**src/rtl/vga_scanout.sv**
```systemverilog
// Raster timing generator and framebuffer scanout engine.
// A pixel/line counter pair drives a registered framebuffer address. The
// active/hsync/vsync flags travel through a delay line sized to the framebuffer
// read latency, so colour and syncs leave the output register aligned, RD_LAT+2
// cycles behind the counters. vblank and the frame counter are timed so that
// they coincide with the counter reaching (pixel 0, line V_ACTIVE).
module vga_scanout #(
  parameter int   H_ACTIVE = 640,
  parameter int   H_FP     = 24,
  parameter int   H_SYNC   = 40,
  parameter int   H_BP     = 128,
  parameter int   V_ACTIVE = 480,
  parameter int   V_FP     = 9,
  parameter int   V_SYNC   = 2,
  parameter int   V_BP     = 29,
  parameter int   SCALE    = 2,
  parameter int   PIX_BITS = 3,
  parameter int   ADDR_W   = 17,
  parameter int   RD_LAT   = 1,
  parameter logic HS_POL   = 1'b0,
  parameter logic VS_POL   = 1'b0
) (
  input  logic                CLK,
  input  logic                I_RESET,
  input  logic                I_ENABLE,
  output logic [ADDR_W-1:0]   O_FB_ADDR,
  input  logic [PIX_BITS-1:0] I_FB_DATA,
  output logic                O_HSYNC,
  output logic                O_VSYNC,
  output logic [3:0]          O_VIDEO_R,
  output logic [3:0]          O_VIDEO_G,
  output logic [3:0]          O_VIDEO_B,
  output logic                O_VBLANK,
  output logic [15:0]         O_FRAME_CNT
);

  localparam int H_TOTAL = H_ACTIVE + H_FP + H_SYNC + H_BP;
  localparam int V_TOTAL = V_ACTIVE + V_FP + V_SYNC + V_BP;
  localparam int HW      = $clog2(H_TOTAL);
  localparam int VW      = $clog2(V_TOTAL);
  localparam int SW      = (SCALE > 1) ? $clog2(SCALE) : 1;
  localparam int FB_W    = H_ACTIVE / SCALE;

  localparam logic [HW-1:0]     H_LAST   = HW'(H_TOTAL - 1);
  localparam logic [HW-1:0]     H_ACT_L  = HW'(H_ACTIVE);
  localparam logic [HW-1:0]     HS_FIRST = HW'(H_ACTIVE + H_FP);
  localparam logic [HW-1:0]     HS_LAST  = HW'(H_ACTIVE + H_FP + H_SYNC - 1);
  localparam logic [VW-1:0]     V_LAST   = VW'(V_TOTAL - 1);
  localparam logic [VW-1:0]     V_ACT_L  = VW'(V_ACTIVE);
  localparam logic [VW-1:0]     V_PRE    = VW'(V_ACTIVE - 1);
  localparam logic [VW-1:0]     VS_FIRST = VW'(V_ACTIVE + V_FP);
  localparam logic [VW-1:0]     VS_LAST  = VW'(V_ACTIVE + V_FP + V_SYNC - 1);
  localparam logic [SW-1:0]     S_LAST   = SW'(SCALE - 1);
  localparam logic [ADDR_W-1:0] ROW_STEP = ADDR_W'(FB_W);

  // Map a framebuffer word to {R,G,B}; 3-bit words expand each bit to a full nibble.
  function automatic logic [11:0] pix_to_rgb(input logic [PIX_BITS-1:0] d);
    logic [11:0] w;
    w = 12'(d);
    if (PIX_BITS == 3) begin
      pix_to_rgb = {{4{w[0]}}, {4{w[2]}}, {4{w[1]}}};
    end else begin
      pix_to_rgb = {w[3:0], w[7:4], w[11:8]};
    end
  endfunction

  logic [HW-1:0]     pix_q, pix_d;
  logic [VW-1:0]     line_q, line_d;
  logic [SW-1:0]     hrep_q, hrep_d, vrep_q, vrep_d;
  logic [ADDR_W-1:0] col_q, col_d, row_base_q, row_base_d, addr_q, addr_d;
  logic              en_q, en_d;
  logic [RD_LAT:0]   act_pipe_q, act_pipe_d, hs_pipe_q, hs_pipe_d, vs_pipe_q, vs_pipe_d;
  logic              hs_q, hs_d, vs_q, vs_d, vblank_q, vblank_d;
  logic [11:0]       rgb_q, rgb_d;
  logic [15:0]       frame_q, frame_d;
  logic              pix_last_s, line_last_s, active_s, hs_act_s, vs_act_s;

  // Raster counters plus the horizontal/vertical replication trackers for addressing.
  always_comb begin
    pix_last_s  = (pix_q == H_LAST);
    line_last_s = (line_q == V_LAST);
    pix_d       = pix_q + HW'(1);
    line_d      = line_q;
    hrep_d      = hrep_q;
    col_d       = col_q;
    vrep_d      = vrep_q;
    row_base_d  = row_base_q;
    if (pix_last_s) begin
      pix_d  = '0;
      hrep_d = '0;
      col_d  = '0;
      if (line_last_s) begin
        line_d     = '0;
        vrep_d     = '0;
        row_base_d = '0;
      end else if (vrep_q == S_LAST) begin
        line_d     = line_q + VW'(1);
        vrep_d     = '0;
        row_base_d = row_base_q + ROW_STEP;
      end else begin
        line_d     = line_q + VW'(1);
        vrep_d     = vrep_q + SW'(1);
        row_base_d = row_base_q;
      end
    end else if (hrep_q == S_LAST) begin
      hrep_d = '0;
      col_d  = col_q + ADDR_W'(1);
    end else begin
      hrep_d = hrep_q + SW'(1);
      col_d  = col_q;
    end
  end

  // Region decode, registered address, enable latch, vblank strobe and frame count.
  always_comb begin
    active_s = (pix_q < H_ACT_L) && (line_q < V_ACT_L);
    hs_act_s = (pix_q >= HS_FIRST) && (pix_q <= HS_LAST);
    vs_act_s = (line_q >= VS_FIRST) && (line_q <= VS_LAST);
    addr_d   = '0;
    if (active_s) begin
      addr_d = row_base_q + col_q;
    end else begin
      addr_d = '0;
    end
    en_d = en_q;
    if ((pix_q == '0) && (line_q == '0)) begin
      en_d = I_ENABLE;
    end else begin
      en_d = en_q;
    end
    // Registered so the strobe is high exactly while the counters sit at (0, V_ACTIVE).
    vblank_d = pix_last_s && (line_q == V_PRE);
    frame_d  = frame_q;
    if (vblank_d) begin
      frame_d = frame_q + 16'd1;
    end else begin
      frame_d = frame_q;
    end
  end

  // Flag delay line covering the address register plus read latency, then output formatting.
  always_comb begin
    act_pipe_d = {act_pipe_q[RD_LAT-1:0], active_s};
    hs_pipe_d  = {hs_pipe_q[RD_LAT-1:0], hs_act_s};
    vs_pipe_d  = {vs_pipe_q[RD_LAT-1:0], vs_act_s};
    hs_d       = hs_pipe_q[RD_LAT] ? HS_POL : ~HS_POL;
    vs_d       = vs_pipe_q[RD_LAT] ? VS_POL : ~VS_POL;
    rgb_d      = 12'h000;
    if (act_pipe_q[RD_LAT] && en_q) begin
      rgb_d = pix_to_rgb(I_FB_DATA);
    end else begin
      rgb_d = 12'h000;
    end
  end

  // State and output registers.
  always_ff @(posedge CLK or posedge I_RESET) begin
    if (I_RESET) begin
      pix_q      <= '0;
      line_q     <= '0;
      hrep_q     <= '0;
      vrep_q     <= '0;
      col_q      <= '0;
      row_base_q <= '0;
      addr_q     <= '0;
      en_q       <= 1'b0;
      act_pipe_q <= '0;
      hs_pipe_q  <= '0;
      vs_pipe_q  <= '0;
      hs_q       <= ~HS_POL;
      vs_q       <= ~VS_POL;
      rgb_q      <= 12'h000;
      vblank_q   <= 1'b0;
      frame_q    <= 16'h0000;
    end else begin
      pix_q      <= pix_d;
      line_q     <= line_d;
      hrep_q     <= hrep_d;
      vrep_q     <= vrep_d;
      col_q      <= col_d;
      row_base_q <= row_base_d;
      addr_q     <= addr_d;
      en_q       <= en_d;
      act_pipe_q <= act_pipe_d;
      hs_pipe_q  <= hs_pipe_d;
      vs_pipe_q  <= vs_pipe_d;
      hs_q       <= hs_d;
      vs_q       <= vs_d;
      rgb_q      <= rgb_d;
      vblank_q   <= vblank_d;
      frame_q    <= frame_d;
    end
  end

  assign O_FB_ADDR   = addr_q;
  assign O_HSYNC     = hs_q;
  assign O_VSYNC     = vs_q;
  assign O_VIDEO_R   = rgb_q[11:8];
  assign O_VIDEO_G   = rgb_q[7:4];
  assign O_VIDEO_B   = rgb_q[3:0];
  assign O_VBLANK    = vblank_q;
  assign O_FRAME_CNT = frame_q;

endmodule

```
**config.mk**
```make
export PLATFORM = sky130hd
export DESIGN_NAME = vga_scanout
export DESIGN_NICKNAME = d
export VERILOG_FILES = /design/src/rtl/vga_scanout.sv
export SDC_FILE = /design/constraint.sdc
export NUM_CORES = 1
export LEC_CHECK = 0
export CAP_MARGIN = 5
export CORE_MARGIN = 2
export CORE_UTILIZATION = 55
export DETAILED_ROUTE_END_ITERATION = 6
export DONT_BUFFER_PORTS = 1
export PLACE_DENSITY = 0.7
export SYNTH_ARGS = -nofsm -noshare
export SYNTH_HDL_FRONTEND = slang
export SYNTH_SLANG_ARGS = --single-unit
```
**constraint.sdc**
```tcl
create_clock -name CLK -period 3.7 [get_ports CLK]
set_input_delay 0.74 -clock CLK [delete_from_list [all_inputs] [get_ports CLK]]
set_output_delay 0.74 -clock CLK [all_outputs]
set_load 0.01 [all_outputs]
```
==> impl_metrics.csv <==
group,metric,value,unit
routing,dr.first_iter.drc_count,143,
timing,setup_slack,1.30,ns
critical_path,slowest_delay,0.87,ns
cells_and_area,fin_nets,466,
clocking,post_cts_resized,0,
placed_design,hpwl,5.91,mm
routing,wl_per_cell,15.3,microns
timing,fin_crit_sh,0.648,
cells_and_area,regArea,0.00240,sq mm
yosys,ys_warn_count,0,
cells_and_area,synthToLayoutAreaGrowth,4.33,%
timing,finalMaxSlewViolations,0,
routing,first_pass_iters,4,
grt,grt_max_degree,54,
power_and_ir_drop,internal_power,1.31,mW
critical_path,worstSetupEndpointType,"flip-flop",
clocking,cts_sinks,96,
power_and_ir_drop,combPwrFrac,0.013,
critical_path,ff2ff_setup_slack,1.30,ns
cells_and_area,layout_commonest_cell,"dfrtp_1",
critical_path,critPathKind,"flip-flop to flip-flop",
die,die_w,96.6,microns
clocking,cts_hold_buf,0,
timing,rsz0062_at_grt,"no",
grt,grt_pass1_wl,14.3,mm
status,status,"finished clean",
timing,timing.final.crit_period,2.40,ns
critical_path,ff2ff_path_depth,5,
placed_design,place_congestion,0.818,
yosys,synthCells,449,
power_and_ir_drop,power_density,350,mW/mm^2
grt,antenna_found_initial,0,
timing,fin_setup_tns,0,ns
grt,met1_usage,0.270,
cells_and_area,antenna_cells,0,
yosys,ys_seq_area_frac,0.510,
grt,met3_usage,0.0403,
timing,max_freq,417,MHz
routing,drc,0,
timing,finalSetupViolCount,0,
yosys,ys_types,54,
cells_and_area,drive_above_1_share,0.0942,
timing,hold_viol,0,
grt,grt_pass1_vias,2943,
clocking,cts_buffers,9,
timing,relSlewSlack,0.330,
power_and_ir_drop,ir_drop,213,uV
routing,via_per_inst,5.62,
clocking,htreeDepth,3,
die,coreArea,0.00826,sq mm
power_and_ir_drop,netSwitchingPower,0.410,mW
power_and_ir_drop,pwr-share-clk,0.372,
power_and_ir_drop,p_seq_frac,0.614,
clocking,insertion_delay,0.37,ns
grt,gr-total-overflow,0,
cells_and_area,multi_input_area,0.00212,sq mm
critical_path,crit_required,3.98,ns
yosys,ys_ff_latch,96,
placed_design,pre_cts_slack,1.31,ns
yosys,synth-edff-count,0,
die,dieArea,0.00933,sq mm
clocking,cts_buffer_depth,2,
die,io_pins,54,
yosys,syn_area,0.00471,sq mm
critical_path,arrival,2.67,ns
cells_and_area,final_cell_mix,"94 x dfrtp_1, 49 x nor2_1, 38 x nand2_1",
run,maxCapViolCount,0,
grt,busiest_layer,"met2",
critical_path,path_cells,"ha_1 > nand3_2 > nor3_4 > nand2_2 > o41ai_2",
grt,use_met2,0.329,
grt,grt_usage,0.201,
critical_path,startpoint,"pix_q[0]",
clocking,root_buffer,"clkbuf_8",
worst_hold_path,holdCritPathClass,"primary input to asynchronous set/reset pin",
placed_design,portBuffers,0,
cells_and_area,utilization,0.595,
yosys,synth-main-ff-cell,"dfrtp_1",
critical_path,crit_buf_inv,0,
critical_path,crit_family,"simple AND/OR/NAND/NOR gates",
critical_path,r2r_end,"row_base_q[15]",
critical_path,r2r_start,"pix_q[0]",
clocking,path_clk_slew,0.10,ns
power_and_ir_drop,p_leak,2.29,nW
die,fp.dieH,96.6,microns
critical_path,slowest_stage,"nor3_4",
clocking,cts_tree,"done",
cells_and_area,fillers,697,
yosys,synth_fp_nets,474,
die,core.rowCount,33,
clocking,cts_setup_buffers,0,
power_and_ir_drop,sw_frac_of_total,0.239,
critical_path,cp-start-kind,"flip-flop",
timing,fin_skew,0.0165,ns
routing,ant_nets,0,
yosys,avgSynthCellArea,10.5,sq um
critical_path,cp_max_fo,26,
yosys,async_reset_ff_frac,1.00,
routing,vias,3096,
timing,worstMarginPinSlew,1.00,ns
routing,drt-total-wl,8.41,mm
die,start_util,0.571,
-- per-layer routing --
layer | part of all wire | vias to the layer above | wire length (microns)
met1 | 0.47 | 1530 | 3980
met4 | 0.011 | 0 | 89
met2 | 0.49 | 38 | 4120
met3 | 0.026 | 7 | 222
li1 | - | 1521 | -
met5 | 0 | - | 0
-- how the worst max path moves through the flow --
stage                                 to  slack (ns)  cells after the start
after floorplan             O_FB_ADDR[0]        0.46                      1
after global placement    row_base_q[15]        1.42                      5
after detailed placement  row_base_q[15]        1.31                      5
after CTS                 row_base_q[15]        1.28                      5
after global routing      row_base_q[15]        1.10                      5
final                     row_base_q[15]        1.30                      5
-- worst reg2reg max path, delay by kind of cell (launching register included) --
family | cells | cell delay (ns)
compound gates | 1 | 0.36
fa+ha+maj | 1 | 0.23
flops | 1 | 0.40
simple gates | 3 | 1.32
-- Yosys cell counts, drive strengths merged, types with 2 or more instances --
| master | n | area share |
|---|---|---|
| dfrtp | 94 | 0.50 |
| nor2 | 49 | 0.039 |
| nand2 | 39 | 0.032 |
| xor2 | 27 | 0.050 |
| xnor2 | 25 | 0.046 |
| nand3 | 22 | 0.028 |
| ha | 19 | 0.050 |
| o21ai | 19 | 0.021 |
| buf | 17 | 0.024 |
| inv | 15 | 0.012 |
| nand4 | 15 | 0.023 |
| a21oi | 14 | 0.015 |
| and3 | 13 | 0.018 |
| nor3 | 13 | 0.021 |
| and2 | 11 | 0.015 |
| a21o | 7 | 0.011 |
| nor4 | 6 | 0.014 |
| clkbuf | 5 | 0.0040 |
| or3 | 5 | 0.0066 |
| a31oi | 4 | 0.0053 |
| nor2b | 3 | 0.0040 |
| nor4bb | 3 | 0.0064 |
| dfstp | 2 | 0.011 |
| mux2 | 2 | 0.0056 |
| nand2b | 2 | 0.0027 |
| o31ai | 2 | 0.0032 |
-- logic make-up after synthesis --
| family | count (synthesis) | share of synthesized area |
|---|---|---|
| and+or+nand+nor | 188 | 0.223 |
| DFF | 96 | 0.510 |
| AOI/OAI and AO/OA | 54 | 0.0722 |
| xor gates and xnor gates | 52 | 0.0966 |
| buffers and inverters | 37 | 0.0398 |
| adders and majority gates | 19 | 0.0504 |
| muxes | 3 | 0.00770 |
-- final cells by class --
| cell class | instances | area share |
|---|---|---|
| flip-flops and latches | 96 | 0.489 |
| multi-input cells | 316 | 0.431 |
| well taps | 105 | 0.0267 |
| clock buffers | 10 | 0.0260 |
| inverters | 15 | 0.0120 |
| clock inverters | 6 | 0.0104 |
| repair buffers | 3 | 0.00458 |
-- metrics by stage --
stage / cell area, sq um / total power, mW / instances / hold slack, ns
2_1_floorplan: 4710 / 1.10 / 449 / 0.331
3_3_place_gp: 4740 / 1.10 / 535 / 0.332
3_5_place_dp: 4740 / 1.10 / 535 / 0.335
4_1_cts: 4920 / 1.74 / 551 / 0.347
5_1_grt: 4920 / 1.79 / 551 / 0.367
6_report: 4920 / 1.72 / 551 / 0.326
-- sequential cells by signal (all words and copies together), names as in the netlist, 2 cells and up --
| register | count |
|---|---|
| act_pipe_q | 2 |
| row_base_q | 11 |
| hs_pipe_q | 2 |
| line_q | 10 |
| col_q | 17 |
| O_FRAME_CNT | 16 |
| vs_pipe_q | 2 |
| pix_q | 10 |
| rgb_q | 3 |
| O_FB_ADDR | 17 |
-- power by group through the flow --
stage	Clock, mW	Sequential, mW	Combinational, mW
detailed placement	0	1.08	0.0249
finish	0.640	1.06	0.0228
global placement	0	1.08	0.0243
global route	0.709	1.06	0.0281
CTS	0.661	1.06	0.0250
floorplan	0	1.07	0.0266
Note: power is estimated with default switching activity, not from simulation.
